--- config.mk ---
export PLATFORM = sky130hd
export DESIGN_NAME = instr_fetch_unit
export DESIGN_NICKNAME = d
export VERILOG_FILES = /design/src/rtl/instr_fetch_unit.sv
export SDC_FILE = /design/constraint.sdc
export NUM_CORES = 1
export LEC_CHECK = 0
export CORE_MARGIN = 2
export CORE_UTILIZATION = 30
export DETAILED_ROUTE_END_ITERATION = 10
export PLACE_DENSITY = 0.6
export SYNTH_ARGS = -nofsm -noshare
export SYNTH_HDL_FRONTEND = slang
export SYNTH_SLANG_ARGS = --single-unit
--- constraint.sdc ---
create_clock -name clk -period 4.2 [get_ports clk]
set_input_delay 1.05 -clock clk [delete_from_list [all_inputs] [get_ports clk]]
set_output_delay 1.05 -clock clk [all_outputs]
set_load 0.03 [all_outputs]
--- src/rtl/instr_fetch_unit.sv ---
// instr_fetch_unit: owns the PC, reads the combinational instruction memory,
// holds the fetched instruction in the IF/ID register and hands it to decode
// over a valid/ready handshake. Execute redirects take priority over fetch.
// Optional feature macro: FETCH_JUMP_PREDECODE_EN (J-type opcode 6'b000001
// steers the next PC to instr[15:0] at capture time).
//
// state | meaning
// BOOT  | first cycle after reset, no capture
// RUN   | normal fetch, capture when the IF/ID register can advance
// FLUSH | one-cycle bubble after a redirect, no capture
module instr_fetch_unit #(
    parameter int              PC_W     = 16,
    parameter int              INSTR_W  = 32,
    parameter logic [PC_W-1:0] RESET_PC = '0
) (
    input  logic               clk,
    input  logic               rst,
    output logic [PC_W-1:0]    imem_pc,
    input  logic [INSTR_W-1:0] imem_instr,
    output logic               id_valid,
    input  logic               id_ready,
    output logic [INSTR_W-1:0] id_instr,
    output logic [PC_W-1:0]    id_pc,
    input  logic               redirect_valid,
    input  logic [PC_W-1:0]    redirect_pc,
    output logic [31:0]        fetch_count
);

    typedef enum logic [1:0] {
        BOOT  = 2'd0,
        RUN   = 2'd1,
        FLUSH = 2'd2
    } state_t;

    state_t          state;
    logic [PC_W-1:0] pc;
    logic [PC_W-1:0] next_fetch_pc;
    logic            advance;
    logic            handshake;

    assign imem_pc   = pc;
    assign advance   = !id_valid || id_ready;
    assign handshake = id_valid && id_ready;

    // Address to fetch after a capture: sequential, or a predecoded jump target.
    always_comb begin
        next_fetch_pc = pc + PC_W'(1);
`ifdef FETCH_JUMP_PREDECODE_EN
        if (imem_instr[31:26] == 6'b000001) begin
            next_fetch_pc = PC_W'(imem_instr[15:0]);
        end
`endif
    end

    // Fetch FSM, PC, IF/ID register and accepted-instruction counter.
    always_ff @(posedge clk) begin
        if (rst) begin
            state       <= BOOT;
            pc          <= RESET_PC;
            id_valid    <= 1'b0;
            id_instr    <= '0;
            id_pc       <= '0;
            fetch_count <= '0;
        end else begin
            // Counting is independent of redirects: a handshake completed in
            // the redirect cycle was still consumed by decode.
            if (handshake) begin
                fetch_count <= fetch_count + 32'd1;
            end

            if (redirect_valid) begin
                pc       <= redirect_pc;
                id_valid <= 1'b0;
                state    <= FLUSH;
            end else begin
                case (state)
                    BOOT: begin
                        state <= RUN;
                    end
                    RUN: begin
                        if (advance) begin
                            id_instr <= imem_instr;
                            id_pc    <= pc;
                            id_valid <= 1'b1;
                            pc       <= next_fetch_pc;
                        end else if (handshake) begin
                            id_valid <= 1'b0;
                        end
                    end
                    FLUSH: begin
                        state <= RUN;
                    end
                    default: begin
                        state <= BOOT;
                    end
                endcase
            end
        end
    end

endmodule

==> reports/metrics.cfg, run 1 <==
[detailed_routing]
drc = 0
drtIter0Drc = 183
detail-route-antenna-nets = 0
via_per_inst = 5.05
vias = 3902
firstDrtPassIters = 4
wl_per_cell_um = 14.4
routed_wl_um = 11200

[global_routing]
grt.overflow.total = 0
grt_use_total_pct = 14.9
antenna_found_initial = 0
grt_start_max_net_pins = 102
grt_pass1_vias = 3681
grt_pass1_wl_um = 17800

[timing]
hold_slack_ns = 0.467
hold_viol = 0
clock.fmax_ghz = 0.326
rsz0062_at_grt = false
period_minus_slack_ns = 3.07
tns_ns = 0
finClkSkew_ns = 0.00790
fin_crit_sh_pct = 73.0
relSlewSlack_pct = 29.1
finalSetupViolations = 0
finalMaxSlewViolations = 0
worstMarginPinSlew_ns = 1.06

[synth]
yosysMostFrequentCell = dfxtp_1
postSynthRegisterBits = 99
yosys_warnings = 0
syn_area_per_cell_sq_um = 9.23
synthCells = 452
ys_seq_area_share_pct = 47.5
ys.flop_type = dfxtp_1
netlist.area_leader.share_pct = 47.5
synth_nets = 506
synth-edff-count = 0
synthDistinctLibCells = 37
async_reset_ff_share_pct = 0
synth_largest_area_cell = dfxtp_1
ys_top_cells_by_area = dfxtp_1 (47%), mux2i_1 (12%), nor2_1 (6.7%)
netlist_area_sq_mm = 0.00417
synth_common_cells = dfxtp_1 (99), nor2_1 (74), mux2i_1 (48)

[clocking]
clockRootBuffer = clkbuf_16
postCtsHoldBufs = 0
cts_inserted_buffers = 9
clock_path_buffers = 2
htree_levels = 3
cts_resized = 0
cts_tree = done
postCtsSetupBuffers = 0
cts.clk_slew.worst_paths_ns = 0.06
clock_sinks = 99
clock_latency_ns = 0.34

[placed_design]
placed_area_sq_mm = 0.00579
place.gp.congestion = 0.731
dp_hpwl_um = 7700
portBuffers = 148
place_inst = 756

[setup_path]
critical_path_arrival_ns = 3.30
path_max_fanout = 21
cp-start-kind = input port
worst-setup-path-type = input port to flop
required_ns = 4.43
end_kind = flop
r2r_setup_slack_ns = 1.89

[floorplanning]
start_util_pct = 30.4
rows = 43
ios = 149
die_y_um = 122
die_area_sq_mm = 0.0149
coreArea_sq_mm = 0.0137
die_w_um = 122

[layout]
regArea_sq_mm = 0.00198
fin_nets = 641
nFillCells = 1327
layout-drive-gt1-share_pct = 4.22
layoutNonFillerInstCount = 772
stdcell_area_sq_mm = 0.00612
multi_input_area_sq_mm = 0.00204
area_growth_pct = 46.6
finalCoreUtilization_pct = 44.6
diodes = 0

[pwr]
powerDensity_mw_per_mm2 = 345
peakVddDrop_mv = 0.190
p_leak_nw = 1.96

[min_path]
min_path_type = flop to flop

[run_status]
status = complete, no violations

[run]
maxCapViolations = 0

## power by group
group / internal, W / switching, W
clock: 0.000551 / 0.000345
combinational: 0.000110 / 0.000114
sequential: 0.000964 / 0.0000267
total: 0.00163 / 0.000486
## flip-flops by register name (all words and copies together) (netlist names)
register / count
state: 2
imem_pc: 16
id_instr: 32
id_pc: 16
fetch_count: 32
id_valid: 1
## per-layer routing
layer / GRT usage (%) / wire (um)
met1: 18.9 / 4970
met2: 23.7 / 5290
met3: 4.35 / 714
met4: 6.18 / 173
met5: 0 / 0
## final timing paths
| check | start | end | cells after the start |
|---|---|---|---|
| max | id_ready | fetch_count[31] | 5 |
| min reg2reg | state[1] | state[0] | 1 |
| min | state[1] | state[0] | 1 |
| max reg2reg | fetch_count[12] | fetch_count[31] | 4 |
## final cells by class
class | instances | share of cell area, %
Clock inverter | 5 | 1.23
Clock buffer | 11 | 4.13
Tap cell | 180 | 3.68
Multi-Input combinational cell | 315 | 33.4
Sequential cell | 99 | 32.4
Timing Repair Buffer | 151 | 24.5
Inverter | 11 | 0.675
## layout by cell type, fill, tap and decap left out, types with 9 or more instances in the layout
| cell type | instances |
|---|---|
| nor2_1 | 74 |
| nand2_1 | 18 |
| dfxtp_1 | 99 |
| mux2i_1 | 48 |
| xnor2_1 | 10 |
| clkdlybuf4s50_1 | 147 |
| a21oi_1 | 23 |
| or4_1 | 28 |
| inv_1 | 11 |
| o31ai_1 | 22 |
| nand4_1 | 11 |
| clkbuf_16 | 9 |
| nand3_1 | 15 |
| or3_1 | 9 |
## metrics by stage
step                      setup WS (ns)  total power, W
final                              1.13         0.00211
after global routing               1.00         0.00220
after CTS                          1.14         0.00215
after detailed placement          0.773         0.00124
after global placement            0.847         0.00124
after floorplan                    1.70         0.00112
## worst max-delay path, stage by stage
cell and delay, ns:
clkdlybuf4s50_1 0.59, nand4_1 0.24, or4_1 0.76, nor4_1 0.29
mux2_2 0.37
## cell families after synthesis
group,Yosys count,share of synthesized area [%]
buf+inv,38,3.72
xor+xnor,14,2.94
simple gates,178,22.1
fa+ha+maj,2,0.599
flops,99,47.5
compound gates,72,11.4
mux,49,11.8
No activity file was read; power rests on OpenSTA's default activity.
==> run 2, diff against run 1 <==
- PLACE_DENSITY: 0.6 -> 0.62
- clock period: 4.2 -> 2.78 ns (I/O delays scaled with it)
==> reports/metrics.cfg, run 2 (same netlist as run 1, synthesis figures left out) <==
[clocking]
clock_latency_ns = 0.34  ; about the same
postCtsHoldBufs = 0  ; unchanged
cts_tree = done
cts_inserted_buffers = 9  ; unchanged
cts_resized = 0  ; unchanged
clockRootBuffer = clkbuf_16
postCtsSetupBuffers = 0  ; unchanged
clock_path_buffers = 2  ; unchanged
htree_levels = 3  ; unchanged
clock_sinks = 99  ; unchanged
cts.clk_slew.worst_paths_ns = 0.07  ; about the same

[setup_path]
worst-setup-path-type = flop to flop
r2r_setup_slack_ns = 0.41  ; -1.48 ns
required_ns = 3.00  ; -1.43 ns
rr_startpoint = fetch_count[12]
critical_path_arrival_ns = 2.60  ; -0.70 ns
path_max_fanout = 21  ; unchanged
timing.rr.end = fetch_count[31]
r2r_cells = 4  ; unchanged
cp-start-kind = flop
end_kind = flop

[timing]
tns_ns = 0  ; unchanged
fin_crit_sh_pct = 85.3
finClkSkew_ns = 0.00999  ; +0.00209 ns
finalSetupViolations = 0  ; unchanged
worstMarginPinSlew_ns = 0.673  ; -0.391 ns
final.setup.worst_slack_ns = 0.409  ; -0.725 ns
clock.fmax_ghz = 0.422
relSlewSlack_pct = 55.1  ; +26 points
period_minus_slack_ns = 2.37
hold_viol = 0  ; unchanged
rsz0062_at_grt = false
finalMaxSlewViolations = 0  ; unchanged

[floorplanning]
die_y_um = 122  ; unchanged
start_util_pct = 30.4  ; unchanged
coreArea_sq_mm = 0.0137  ; unchanged
ios = 149  ; unchanged
die_w_um = 122  ; unchanged
rows = 43  ; unchanged
die_area_sq_mm = 0.0149  ; unchanged

[pwr]
switching_share_pct = 23.9  ; +0.89 points
p_leak_nw = 1.97  ; +0.31%
power_frac_comb_pct = 11.3  ; +0.7 points
powerDensity_mw_per_mm2 = 500  ; +45%
p_switching_w = 0.000735  ; +51%
power.share.clock_pct = 40.0  ; -2.5 points
power_frac_seq_pct = 48.8  ; +1.9 points
power.internal_w = 0.00234  ; +44%
peakVddDrop_mv = 0.465  ; +150%

[detailed_routing]
wl_per_cell_um = 14.3  ; -0.75%
drc = 0  ; unchanged
firstDrtPassIters = 4  ; unchanged
drtIter0Drc = 266  ; +45%
via_per_inst = 5.03  ; -0.39%
vias = 3902  ; unchanged
routed_wl_um = 11100  ; -0.37%
detail-route-antenna-nets = 0  ; unchanged

[layout]
nFillCells = 1387  ; +4.5%
largestRegisters = fetch_count: 32 flops, id_instr: 32 flops
diodes = 0  ; unchanged
area_growth_pct = 47.2
stdcell_area_sq_mm = 0.00614  ; +0.39%
regArea_sq_mm = 0.00198  ; unchanged
fin_nets = 647  ; +0.94%
multi_input_area_sq_mm = 0.00204  ; unchanged
layout-drive-gt1-share_pct = 4.54  ; +0.31 points
mostFrequentLayoutCell = clkdlybuf4s50_1
final_cell_mix = clkdlybuf4s50_1 (147), dfxtp_1 (99), nor2_1 (74), mux2i_1 (48), or4_1 (28)

[global_routing]
antenna_found_initial = 0  ; unchanged
grt_pass1_vias = 3723  ; +1.1%
grt_start_max_net_pins = 67  ; -34%
grt_use_total_pct = 15.3  ; +0.40 points
grt.overflow.total = 0  ; unchanged
grt_pass1_wl_um = 18100  ; +1.8%

[min_path]
hold_depth = 1  ; unchanged
hold_path.startpoint = state[1]
min_path_type = flop to flop
hold_end = state[0]

[placed_design]
dp_hpwl_um = 7920  ; +2.9%
placed_area_sq_mm = 0.00586  ; +1.2%
pre_cts_slack_ns = 0.0732  ; -0.700 ns
portBuffers = 148  ; unchanged
place.gp.congestion = 0.808  ; +11%

[run_status]
status = complete, no violations

[run]
maxCapViolations = 0  ; unchanged

[run 2: worst max path at each step]
stage	from	endpoint	slack [ns]	cells after the start
finish	fetch_count[12]	fetch_count[31]	0.41	4
global route	id_ready	imem_pc[9]	0.25	6
CTS	id_ready	imem_pc[9]	0.44	6
detailed placement	id_ready	imem_pc[9]	0.07	6
global placement	id_ready	imem_pc[11]	0.10	6
floorplan	fetch_count[0]	fetch_count[30]	0.56	6
[run 2: final cells by class]
| cell class | count | area share [%] |
|---|---|---|
| Clock buffer | 11 | 3.95 |
| Clock inverter | 2 | 0.631 |
| Inverter | 11 | 0.672 |
| Multi-Input combinational cell | 315 | 33.2 |
| Sequential cell | 99 | 32.3 |
| Tap cell | 180 | 3.67 |
| Timing Repair Buffer | 157 | 25.6 |
[run 2: worst max-delay path: stages, from the launching register on]
cell     delay [ns]
dfxtp_1        0.44
nand4_2        0.23
or4_1          0.81
nor4_1         0.40
mux2_2         0.37
[run 2: power by group through the flow]
stage	registers (W)	clock network (W)	logic, W
4_1_cts	0.00150	0.00127	0.000349
6_report	0.00150	0.00123	0.000346
3_3_place_gp	0.00153	0	0.000345
3_5_place_dp	0.00153	0	0.000348
5_1_grt	0.00150	0.00132	0.000371
2_1_floorplan	0.00159	0	0.000104
[run 2: metrics by stage]
step | hold WS [ns] | cells | total power, W | util (%)
6_report | 0.453 | 775 | 0.00307 | 44.8
2_1_floorplan | 0.423 | 452 | 0.00169 | -
4_1_cts | 0.456 | 775 | 0.00312 | 44.8
3_3_place_gp | 0.455 | 762 | 0.00187 | 42.7
5_1_grt | 0.479 | 775 | 0.00320 | 44.8
3_5_place_dp | 0.454 | 762 | 0.00188 | 42.7
[run 2: metal layers]
| metal | vias to the layer above | part of all wire [%] | wire, um | GRT usage (%) |
|---|---|---|---|---|
| li1 | 1931 | - | - | - |
| met1 | 1838 | 44 | 4870 | 18.9 |
| met2 | 123 | 47 | 5270 | 24.6 |
| met3 | 10 | 7.8 | 864 | 6.55 |
| met4 | 0 | 0.98 | 109 | 3.74 |
| met5 | - | 0 | 0 | 0 |
==> run 3, diff against run 2 <==
- PLACE_DENSITY: 0.62 -> default
==> reports/metrics.cfg, run 3 (same netlist as run 1, synthesis figures left out) <==
[timing]
finClkSkew_ns = 0.00437  ; -0.00562 ns
clock.fmax_ghz = 0.420  ; -0.31%
finalSetupViolations = 0  ; unchanged
hold_viol = 0  ; unchanged
tns_ns = 0  ; unchanged
fin_crit_sh_pct = 85.6  ; +0.26 points
rsz0062_at_grt = false
relSlewSlack_pct = 59.8  ; +4.7 points
period_minus_slack_ns = 2.38  ; +0.00735 ns
finalMaxSlewViolations = 0  ; unchanged
worstMarginPinSlew_ns = 0.603  ; -0.0706 ns

[clocking]
htree_levels = 3  ; unchanged
clock_latency_ns = 0.34  ; about the same
clock_sinks = 99  ; unchanged
postCtsHoldBufs = 0  ; unchanged
clock_path_buffers = 2  ; unchanged
cts_tree = done
postCtsSetupBuffers = 0  ; unchanged
cts_resized = 0  ; unchanged
clockRootBuffer = clkbuf_16
cts.clk_slew.worst_paths_ns = 0.06  ; about the same
cts_inserted_buffers = 9  ; unchanged

[pwr]
peakVddDrop_mv = 0.375  ; -19%
p_leak_nw = 1.99  ; +1.1%
powerDensity_mw_per_mm2 = 513  ; +2.6%

[layout]
layout-drive-gt1-share_pct = 5.00  ; +0.46 points
fin_nets = 650  ; +0.46%
diodes = 0  ; unchanged
finalCoreUtilization_pct = 45.1  ; +0.28 points
largestRegisters = fetch_count: 32 flops, id_instr: 32 flops
nFillCells = 1307  ; -5.8%
mostFrequentLayoutCell = clkdlybuf4s50_1
final_cell_mix = clkdlybuf4s50_1 (147), dfxtp_1 (99), nor2_1 (74), mux2i_1 (48), or4_1 (28)
layoutNonFillerInstCount = 780  ; +0.65%
area_growth_pct = 48.1

[detailed_routing]
via_per_inst = 4.97  ; -1.3%
vias = 3878  ; -0.62%
firstDrtPassIters = 4  ; unchanged
detail-route-antenna-nets = 0  ; unchanged
drc = 0  ; unchanged
routed_wl_um = 11300  ; +1.7%
drtIter0Drc = 223  ; -16%
wl_per_cell_um = 14.5  ; +1.1%

[floorplanning]
die_w_um = 122  ; unchanged
die_y_um = 122  ; unchanged
ios = 149  ; unchanged
start_util_pct = 30.4  ; unchanged
die_area_sq_mm = 0.0149  ; unchanged
coreArea_sq_mm = 0.0137  ; unchanged
rows = 43  ; unchanged

[min_path]
min_path_type = flop to flop

[setup_path]
cp_cell_sequence = clkdlybuf4s50_1 > buf_4 > nor2b_1 > or3_1 > or4_1 > a311oi_1
critPathTopFamily = simple AND/OR/NAND/NOR gates
required_ns = 3.03  ; +0.03 ns
cp-start-kind = input port
worst-path-buf-inv = 2  ; +2
max_stage_delay_ns = 0.53  ; -0.28 ns
worst-setup-path-type = input port to flop
end_kind = flop
critical-path-slowest-cell = clkdlybuf4s50_1
path_max_fanout = 10  ; -52%
critical_path_arrival_ns = 2.63  ; +0.03 ns

[run_status]
status = complete, no violations

[global_routing]
grt_pass1_wl_um = 18300  ; +0.76%
grt_use_total_pct = 15.3  ; +0.040 points
grt_start_max_net_pins = 43  ; -36%
grt_pass1_vias = 3682  ; -1.1%
grt.overflow.total = 0  ; unchanged
antenna_found_initial = 0  ; unchanged

[placed_design]
dp_hpwl_um = 8110  ; +2.3%
place.gp.congestion = 0.765  ; -5.3%
portBuffers = 148  ; unchanged
place_inst = 765  ; +0.39%

[run]
maxCapViolations = 0  ; unchanged

[run 3: layout make-up]
| cell class | instances | area (sq um) | share of cell area [%] |
|---|---|---|---|
| inverters | 11 | 41.3 | 0.668 |
| flip-flops and latches | 99 | 1980 | 32.1 |
| well taps | 180 | 225 | 3.64 |
| clock buffers | 13 | 250 | 4.05 |
| clock inverters | 2 | 60.1 | 0.971 |
| repair buffers | 160 | 1580 | 25.6 |
| multi-input cells | 315 | 2040 | 33.0 |
[run 3: path summary, 6_finish.rpt]
path,from,endpoint,slack [ns],depth (start not counted)
max,id_ready,imem_pc[11],0.40,6
max reg2reg,fetch_count[12],fetch_count[31],0.43,4
min,state[1],state[0],0.46,1
min reg2reg,state[1],state[0],0.46,1
[run 3: worst register-to-register path, stage by stage (launching register included)]
cell     delay, ns
dfxtp_1       0.44
nand4_2       0.22
or4_1         0.83
nor4_1        0.39
mux2_2        0.37
[run 3: per-stage QoR]
stage	cell area, sq um	worst slack [ns]	power [W]	hold WS, ns
6_report	6180	0.402	0.00317	0.462
5_1_grt	6180	0.290	0.00331	0.475
4_1_cts	6180	0.401	0.00322	0.460
3_5_place_dp	5870	0.0207	0.00188	0.455
3_3_place_gp	5870	0.0971	0.00187	0.448
2_1_floorplan	4170	0.560	0.00169	0.423
[run 3: per-layer routing]
metal	vias to the layer above	share of wire, %	track usage [%]
met5	-	0	0
met4	0	0.55	3.66
met3	5	8.6	6.18
met2	121	47	24.5
met1	1820	44	19.4
li1	1932	-	-
[run 3: power by group]
group	internal (W)	switching, W
clock network	0.000810	0.000519
registers	0.00146	0.0000408
logic	0.000172	0.000175
